--- config.mk ---
export PLATFORM = sky130hd
export DESIGN_NAME = mac_seq_divider_flat
export DESIGN_NICKNAME = d
export VERILOG_FILES = /design/src/rtl/mac_pkg.sv /design/src/rtl/mac_seq_divider_if.sv /design/src/rtl/Full_Adder_P_bit.sv /design/src/rtl/mac_seq_divider.sv /design/src/flat_wrapper.sv
export SDC_FILE = /design/constraint.sdc
export NUM_CORES = 1
export LEC_CHECK = 0
export BUFFER_PORTS_ARGS = -buffer_cell sky130_fd_sc_hd__buf_4
export CORE_ASPECT_RATIO = 0.75
export CORE_MARGIN = 5
export CORE_UTILIZATION = 55
export CTS_CLUSTER_DIAMETER = 200
export DETAILED_ROUTE_END_ITERATION = 7
export MAX_ROUTING_LAYER = met4
export PLACE_DENSITY = 0.79
export SLEW_MARGIN = 20
export SYNTH_ARGS = -nofsm -noshare
export SYNTH_HDL_FRONTEND = slang
export SYNTH_SLANG_ARGS = --single-unit
--- constraint.sdc ---
create_clock -name CLK -period 4.3 [get_ports CLK]
set_clock_uncertainty 0.2 [all_clocks]
set_input_delay 0.86 -clock CLK [delete_from_list [all_inputs] [get_ports CLK]]
set_output_delay 0.86 -clock CLK [all_outputs]
set_load 0.03 [all_outputs]
--- src/rtl/mac_pkg.sv ---
// Shared definitions for the MAC divider: FSM state encoding and counter sizing.
package mac_pkg;

    typedef enum logic [1:0] {
        ST_IDLE = 2'd0,
        ST_BUSY = 2'd1,
        ST_DONE = 2'd2
    } state_e;

    // Step-counter width for a P-bit divide; never narrower than one bit.
    function automatic int unsigned cnt_w(input int unsigned p);
        return (p < 2) ? 1 : $clog2(p);
    endfunction

endpackage

--- src/rtl/mac_seq_divider_if.sv ---
// Operand/result handshake bundle for mac_seq_divider.
// DivZero is present only when DIV_ZERO_FLAG_EN is defined.
interface mac_seq_divider_if #(
    parameter int unsigned P = 8
);
    logic         InValid;
    logic         InReady;
    logic [P-1:0] Dividend;
    logic [P-1:0] Divisor;
    logic         OutValid;
    logic         OutReady;
    logic [P-1:0] Quotient;
    logic [P-1:0] Remainder;
`ifdef DIV_ZERO_FLAG_EN
    logic         DivZero;
`endif

    modport slave (
        input  InValid, Dividend, Divisor, OutReady,
`ifdef DIV_ZERO_FLAG_EN
        output DivZero,
`endif
        output InReady, OutValid, Quotient, Remainder
    );

    modport master (
        output InValid, Dividend, Divisor, OutReady,
`ifdef DIV_ZERO_FLAG_EN
        input  DivZero,
`endif
        input  InReady, OutValid, Quotient, Remainder
    );

endinterface

--- src/rtl/Full_Adder_P_bit.sv ---
// Ripple-carry adder, W bits wide, with carry in and carry out.
module Full_Adder_P_bit #(
    parameter int unsigned W = 9
) (
    input  logic [W-1:0] a,
    input  logic [W-1:0] b,
    input  logic         cin,
    output logic [W-1:0] sum,
    output logic         cout
);

    logic [W:0] carry_c;

    always_comb begin
        carry_c    = '0;
        sum        = '0;
        carry_c[0] = cin;
        for (int i = 0; i < int'(W); i++) begin
            sum[i]       = a[i] ^ b[i] ^ carry_c[i];
            carry_c[i+1] = (a[i] & b[i]) | (carry_c[i] & (a[i] ^ b[i]));
        end
        cout = carry_c[W];
    end

endmodule

--- src/rtl/mac_seq_divider.sv ---
// Sequential unsigned restoring divider, one quotient bit per clock, valid/ready on both sides.
// Optional DivZero flag output is enabled by defining DIV_ZERO_FLAG_EN.
module mac_seq_divider
    import mac_pkg::*;
#(
    parameter int unsigned P = 8
) (
    input  logic              CLK,
    input  logic              RST,
    mac_seq_divider_if.slave  bus
);

    localparam int unsigned      CNT_W    = cnt_w(P);
    localparam logic [CNT_W-1:0] CNT_LAST = CNT_W'(P - 1);

    state_e           state_q, state_d;
    logic [P-1:0]     q_q, q_d;
    logic [P:0]       r_q, r_d;
    logic [P-1:0]     d_q, d_d;
    logic [CNT_W-1:0] cnt_q, cnt_d;
    logic [P-1:0]     quot_q, quot_d;
    logic [P-1:0]     rem_q, rem_d;
    logic             in_ready_q, in_ready_d;
    logic             out_valid_q, out_valid_d;

    logic [P:0]       rs_c;
    logic [P:0]       sub_b_c;
    logic [P:0]       t_c;
    logic             no_borrow_c;
    logic             unused_r_msb_c;

    // Trial subtract Rs - D done as Rs + ~{0,D} + 1; carry-out high means no borrow.
    assign rs_c    = {r_q[P-1:0], q_q[P-1]};
    assign sub_b_c = ~{1'b0, d_q};

    Full_Adder_P_bit #(
        .W (P + 1)
    ) u_trial_sub (
        .a    (rs_c),
        .b    (sub_b_c),
        .cin  (1'b1),
        .sum  (t_c),
        .cout (no_borrow_c)
    );

    // The partial remainder stays below the divisor, so its top bit never feeds the next shift.
    assign unused_r_msb_c = r_q[P];

`ifdef DIV_ZERO_FLAG_EN
    logic div_zero_q, div_zero_d;
`endif

    always_comb begin
        state_d     = state_q;
        q_d         = q_q;
        r_d         = r_q;
        d_d         = d_q;
        cnt_d       = cnt_q;
        quot_d      = quot_q;
        rem_d       = rem_q;
        in_ready_d  = in_ready_q;
        out_valid_d = out_valid_q;
`ifdef DIV_ZERO_FLAG_EN
        div_zero_d  = div_zero_q;
`endif

        unique case (state_q)
            ST_IDLE: begin
                if (bus.InValid && in_ready_q) begin
                    q_d        = bus.Dividend;
                    r_d        = '0;
                    d_d        = bus.Divisor;
                    cnt_d      = '0;
                    in_ready_d = 1'b0;
                    state_d    = ST_BUSY;
`ifdef DIV_ZERO_FLAG_EN
                    div_zero_d = (bus.Divisor == '0);
`endif
                end
            end

            ST_BUSY: begin
                r_d   = no_borrow_c ? t_c : rs_c;
                q_d   = {q_q[P-2:0], no_borrow_c};
                cnt_d = cnt_q + CNT_W'(1);
                if (cnt_q == CNT_LAST) begin
                    quot_d      = q_d;
                    rem_d       = r_d[P-1:0];
                    out_valid_d = 1'b1;
                    state_d     = ST_DONE;
                end
            end

            ST_DONE: begin
                if (out_valid_q && bus.OutReady) begin
                    out_valid_d = 1'b0;
                    in_ready_d  = 1'b1;
                    state_d     = ST_IDLE;
                end
            end

            default: begin
                out_valid_d = 1'b0;
                in_ready_d  = 1'b1;
                state_d     = ST_IDLE;
            end
        endcase
    end

    always_ff @(posedge CLK) begin
        if (RST) begin
            state_q     <= ST_IDLE;
            q_q         <= '0;
            r_q         <= '0;
            d_q         <= '0;
            cnt_q       <= '0;
            quot_q      <= '0;
            rem_q       <= '0;
            in_ready_q  <= 1'b1;
            out_valid_q <= 1'b0;
`ifdef DIV_ZERO_FLAG_EN
            div_zero_q  <= 1'b0;
`endif
        end else begin
            state_q     <= state_d;
            q_q         <= q_d;
            r_q         <= r_d;
            d_q         <= d_d;
            cnt_q       <= cnt_d;
            quot_q      <= quot_d;
            rem_q       <= rem_d;
            in_ready_q  <= in_ready_d;
            out_valid_q <= out_valid_d;
`ifdef DIV_ZERO_FLAG_EN
            div_zero_q  <= div_zero_d;
`endif
        end
    end

    assign bus.InReady   = in_ready_q;
    assign bus.OutValid  = out_valid_q;
    assign bus.Quotient  = quot_q;
    assign bus.Remainder = rem_q;
`ifdef DIV_ZERO_FLAG_EN
    assign bus.DivZero   = div_zero_q;
`endif

endmodule

--- src/flat_wrapper.sv ---
// flat-port wrapper written by rule: the top's interface ports become plain ports
module mac_seq_divider_flat import mac_pkg::*;
#(
    parameter int unsigned P = 8
)
  (CLK, RST, bus_InValid, bus_Dividend, bus_Divisor, bus_OutReady, bus_InReady, bus_OutValid, bus_Quotient, bus_Remainder);
  mac_seq_divider_if #(.P(P)) bus_i ();
  input  logic CLK;
  input  logic RST;
  input wire logic [$bits(bus_i.InValid)-1:0] bus_InValid;
  input wire logic [$bits(bus_i.Dividend)-1:0] bus_Dividend;
  input wire logic [$bits(bus_i.Divisor)-1:0] bus_Divisor;
  input wire logic [$bits(bus_i.OutReady)-1:0] bus_OutReady;
  output wire logic [$bits(bus_i.InReady)-1:0] bus_InReady;
  output wire logic [$bits(bus_i.OutValid)-1:0] bus_OutValid;
  output wire logic [$bits(bus_i.Quotient)-1:0] bus_Quotient;
  output wire logic [$bits(bus_i.Remainder)-1:0] bus_Remainder;
  assign bus_i.InValid = bus_InValid;
  assign bus_i.Dividend = bus_Dividend;
  assign bus_i.Divisor = bus_Divisor;
  assign bus_i.OutReady = bus_OutReady;
  assign bus_InReady = bus_i.InReady;
  assign bus_OutValid = bus_i.OutValid;
  assign bus_Quotient = bus_i.Quotient;
  assign bus_Remainder = bus_i.Remainder;
  mac_seq_divider #(.P(P)) u_core (.CLK(CLK), .RST(RST), .bus(bus_i));
endmodule
==> summary.txt <==
Min path
  – Min-delay worst type: flop to flop
  – Worst-case hold path end point: u_core.d_q[1]$_SDFFE_PP0P_
  – Hold Startpoint: u_core.d_q[1]$_SDFFE_PP0P_
  – Worst hold path stage count: 2

Route
  – Number of routed nets with antenna violations: 0
  – Initial detailed-routing violation count: 73
  – Overall via count from detail_route: 1611
  – Average wire length per cell after detail routing: 14.70 microns
  – First drt pass iteration count: 4
  – Post-DR vias/cell: 5.317
  – Post-route DRC: 0
  – Total detailed-routing wirelength: 4.453 mm

GRT
  – GRT Overall Usage: 0.1931
  – First-pass GRT wire length: 7.617 mm
  – Antenna violations before repair: 0
  – Vias in the first global route: 1622
  – Pin count of the biggest net entering global routing: 42
  – GRT overflow: 0

Critical path
  – CP Max Fanout: 3
  – Dominant cell type by count on the critical path: fa_1
  – Cell at the slowest stage of the critical path: fa_2
  – Cells traversed along the worst timing path: inv_1 > ha_1 > inv_1 > fa_1 > fa_1 > fa_1 > fa_1 > fa_1 > fa_1 > inv_1 > fa_2 > a211o_1 > a21oi_1
  – Arr. time, crit path: 4110 ps
  – Startpoint Class: flop
  – Cell count along the critical path: 13
  – Crit Path Category: flop to flop
  – CP max stage delay: 450 ps
  – RR Startpoint: u_core.q_q[7]$_SDFFE_PP0P_
  – Delay-heaviest family, CP: adder cells
  – Critical R2R Capture: u_core.bus.Remainder[7]$_SDFFE_PP0P_
  – Critical Path End Type: flop
  – Number of cells on the worst reg-to-reg path: 13
  – Data required time of the critical path: 4330 ps
  – Flop2flop setup slack: 220 ps
  – CP bufs+invs: 3

STA
  – Final critical-path required period: 4080 ps
  – Final setup violation count: 0
  – Worst-case headroom to the max-slew limit: 0.4206
  – Worst Tran Pin Value: 869.1 ps
  – Worst setup margin: 220.4 ps
  – Max Fclk: 245.1 MHz
  – Final Hold Viols: 0
  – Max-slew violation count: 0
  – RSZ-0062 raised after global routing: no
  – Period utilization: 0.9487
  – Total Negative Setup Slacks: 0 ps

Die
  – Die height: 64.25 microns
  – Site Rows: 19
  – Initial core utilization: 0.5783
  – Die width: 82.34 microns
  – Die area: 5290 sq um
  – Core Area: 3732 sq um
  – Top-level port count: 38

Yosys
  – Instance count of the mapped netlist: 220
  – Count of distinct cell types in the synthesized netlist: 38
  – Synth Area in Compound Gates: 0.2186
  – Post-synthesis sequential area ratio: 0.4359
  – Simple-gate share of the synthesized area: 0.1467
  – Synth warnings: 0
  – Largest family of logic cells by synthesized area: compound AO/OA/AOI/OAI gates
  – Adder-Cell Fraction of Synth Area: 0.08232
  – Netlist area before placement: 2158 sq um
  – Count of state elements after synthesis: 47
  – Post-Synth XOR/XNOR Area: 0
  – Multiplexer fraction of the synthesized cell area: 0.03304
  – Mean Syn Cell Area: 9.811 sq um
  – Number of nets produced by synthesis: 250

Final layout
  – Final instance count without filler cells: 303
  – Count of nets after finishing: 280
  – Fillers: 304
  – Utilization of the core after routing: 0.6708
  – Synth-to-layout area growth: 16.00%
  – Number of diodes added for antenna fixing: 0
  – Layout cell share with drive strength beyond 1: 0.2709

Clock network
  – Clock tree from TritonCTS: yes
  – Clk slew on worst S/H paths: 80 ps
  – Clock tree sinks: 47
  – Number of buffers between clock root and the deepest sink: 2
  – TritonCTS buffer count: 5
  – CTS root buf: clkbuf_8
  – Number of H-tree branching levels: 2
  – Worst skew pair latency: 300 ps
  – Setup fix buffers added after clock tree synthesis: 0

Placed design
  – Post-Place Worst Slack: 241.0 ps
  – IO Port Bufs: 37
  – Instance count after placement with tap cells included: 295
  – Detailed placer's ending HPWL: 3.101 mm
  – Final estimated routing congestion in global placement: 0.8099

Power and ir drop
  – Peak supply drop: 0.2817 mV
  – P per Cell Area: 397.6 nW/um^2
  – Leak: 0.0009797 uW
  – Total power: 995.4 uW

Run status
  – Result of the run: finished, final reports clean

Job
  – Max Cap Violations: 0
power by group:
part	leakage [uW]	switching, uW	internal (uW)	total, uW
Sequential	0.000383	22.3	458	480
Clock	0.0000581	154	173	327
Combinational	0.000539	102	86.4	188
Total	0.000980	278	717	995
what timing repair did:
action                     in CTS  in global routing
hold buffers                    0                  0
setup endpoints to repair       0                  8
gates resized for setup         0                  2
worst register-to-register path, cell delays in order, from the launching register on:
cell and delay (ps):
dfxtp_1 330, inv_1 50, ha_1 120, inv_1 40
fa_1 400, fa_1 400, fa_1 390, fa_1 390
fa_1 390, fa_1 360, inv_1 70, fa_2 450
a211o_1 280, a21oi_1 140
routing by layer:
metal / GRT usage / vias to the layer above / part of all wire
li1: - / 819 / -
met1: 0.2535 / 750 / 0.47
met2: 0.2920 / 32 / 0.47
met3: 0.04073 / 10 / 0.041
met4: 0.06846 / 0 / 0.021
met5: - / - / 0
state kept, by name (all words and copies together) (netlist names):
name                  count
u_core.bus.Quotient       8
u_core.bus.Remainder      8
u_core.d_q                8
u_core.q_q                8
u_core.r_q                8
u_core.cnt_q              3
u_core.state_q            2
u_core.bus.InReady        1
u_core.bus.OutValid       1
layout by cell type, fill, tap and decap left out, types with 2 or more instances in the layout:
master / netlist / final
a211o_1: 2 / 2
a211oi_2: 6 / 6
a21oi_1: 30 / 30
a22o_1: 3 / 3
and2b_1: 2 / 2
buf_4: 2 / 37
clkbuf_8: 0 / 5
dfxtp_1: 47 / 47
fa_1: 7 / 6
ha_1: 3 / 3
inv_1: 17 / 17
mux2i_1: 6 / 5
nand2_1: 34 / 34
nand2b_1: 2 / 2
nor2_1: 12 / 12
nor2_2: 2 / 2
nor3_1: 2 / 2
nor3b_1: 2 / 2
o221a_2: 7 / 7
o2bb2ai_1: 6 / 6
through the flow:
stage / cell area (sq um) / hold slack [ps]
after floorplan: 2158 / 236.3
after global placement: 2385 / 243.2
after detailed placement: 2385 / 246.3
after CTS: 2497 / 259.1
after global routing: 2504 / 273.2
final: 2504 / 258.1
logic make-up (layout without fill, tap and decap cells):
group | after synthesis | in the layout
AOI/OAI and AO/OA | 63 | 63
and+or+nand+nor | 62 | 62
DFF | 47 | 47
buffers and inverters | 31 | 62
adders and majority gates | 10 | 10
muxes | 7 | 7
worst max path at each step:
stage                                     from                              endpoint
floorplan           u_core.q_q[7]$_SDFFE_PP0P_  u_core.bus.Remainder[7]$_SDFFE_PP0P_
global placement    u_core.q_q[7]$_SDFFE_PP0P_            u_core.r_q[0]$_SDFFE_PP0P_
detailed placement  u_core.q_q[7]$_SDFFE_PP0P_            u_core.r_q[0]$_SDFFE_PP0P_
CTS                 u_core.q_q[7]$_SDFFE_PP0P_            u_core.r_q[0]$_SDFFE_PP0P_
global route        u_core.q_q[7]$_SDFFE_PP0P_  u_core.bus.Remainder[7]$_SDFFE_PP0P_
finish              u_core.q_q[7]$_SDFFE_PP0P_  u_core.bus.Remainder[7]$_SDFFE_PP0P_
synthesized netlist by cell type, drive strengths merged:
library cell	count	area [sq um]
mux2	1	11.26
a22o	3	26.28
a211oi	7	82.58
a32o	1	10.01
nand3b	1	7.510
a21oi	31	158.9
o221a	7	78.83
a22oi	1	7.510
inv	17	63.81
nand2b	3	26.27
o21ai	1	5.000
and2b	2	15.01
o21ba	1	10.01
nand4bb	1	27.53
buf	14	116.4
a211o	2	17.52
nor2	14	57.55
nor3b	2	15.01
nand2	34	127.6
o22ai	1	6.260
a2bb2oi	1	8.760
dfxtp	47	940.9
nor3	2	10.01
mux2i	6	60.06
nor2b	1	8.760
and4bb	1	12.51
fa	7	140.1
o2bb2ai	6	52.55
o21bai	1	7.510
and3b	1	8.760
ha	3	37.54
final cells by class:
cell class	count	area, sq um	area share
Clock inverter	3	43.79	0.01749
Sequential cell	47	940.9	0.3758
Multi-Input combinational cell	142	1044	0.4168
Clock buffer	5	68.82	0.02749
Inverter	17	63.81	0.02549
Timing Repair Buffer	37	277.8	0.1109
Tap cell	52	65.06	0.02599
No activity file was read; power rests on OpenSTA's default activity.
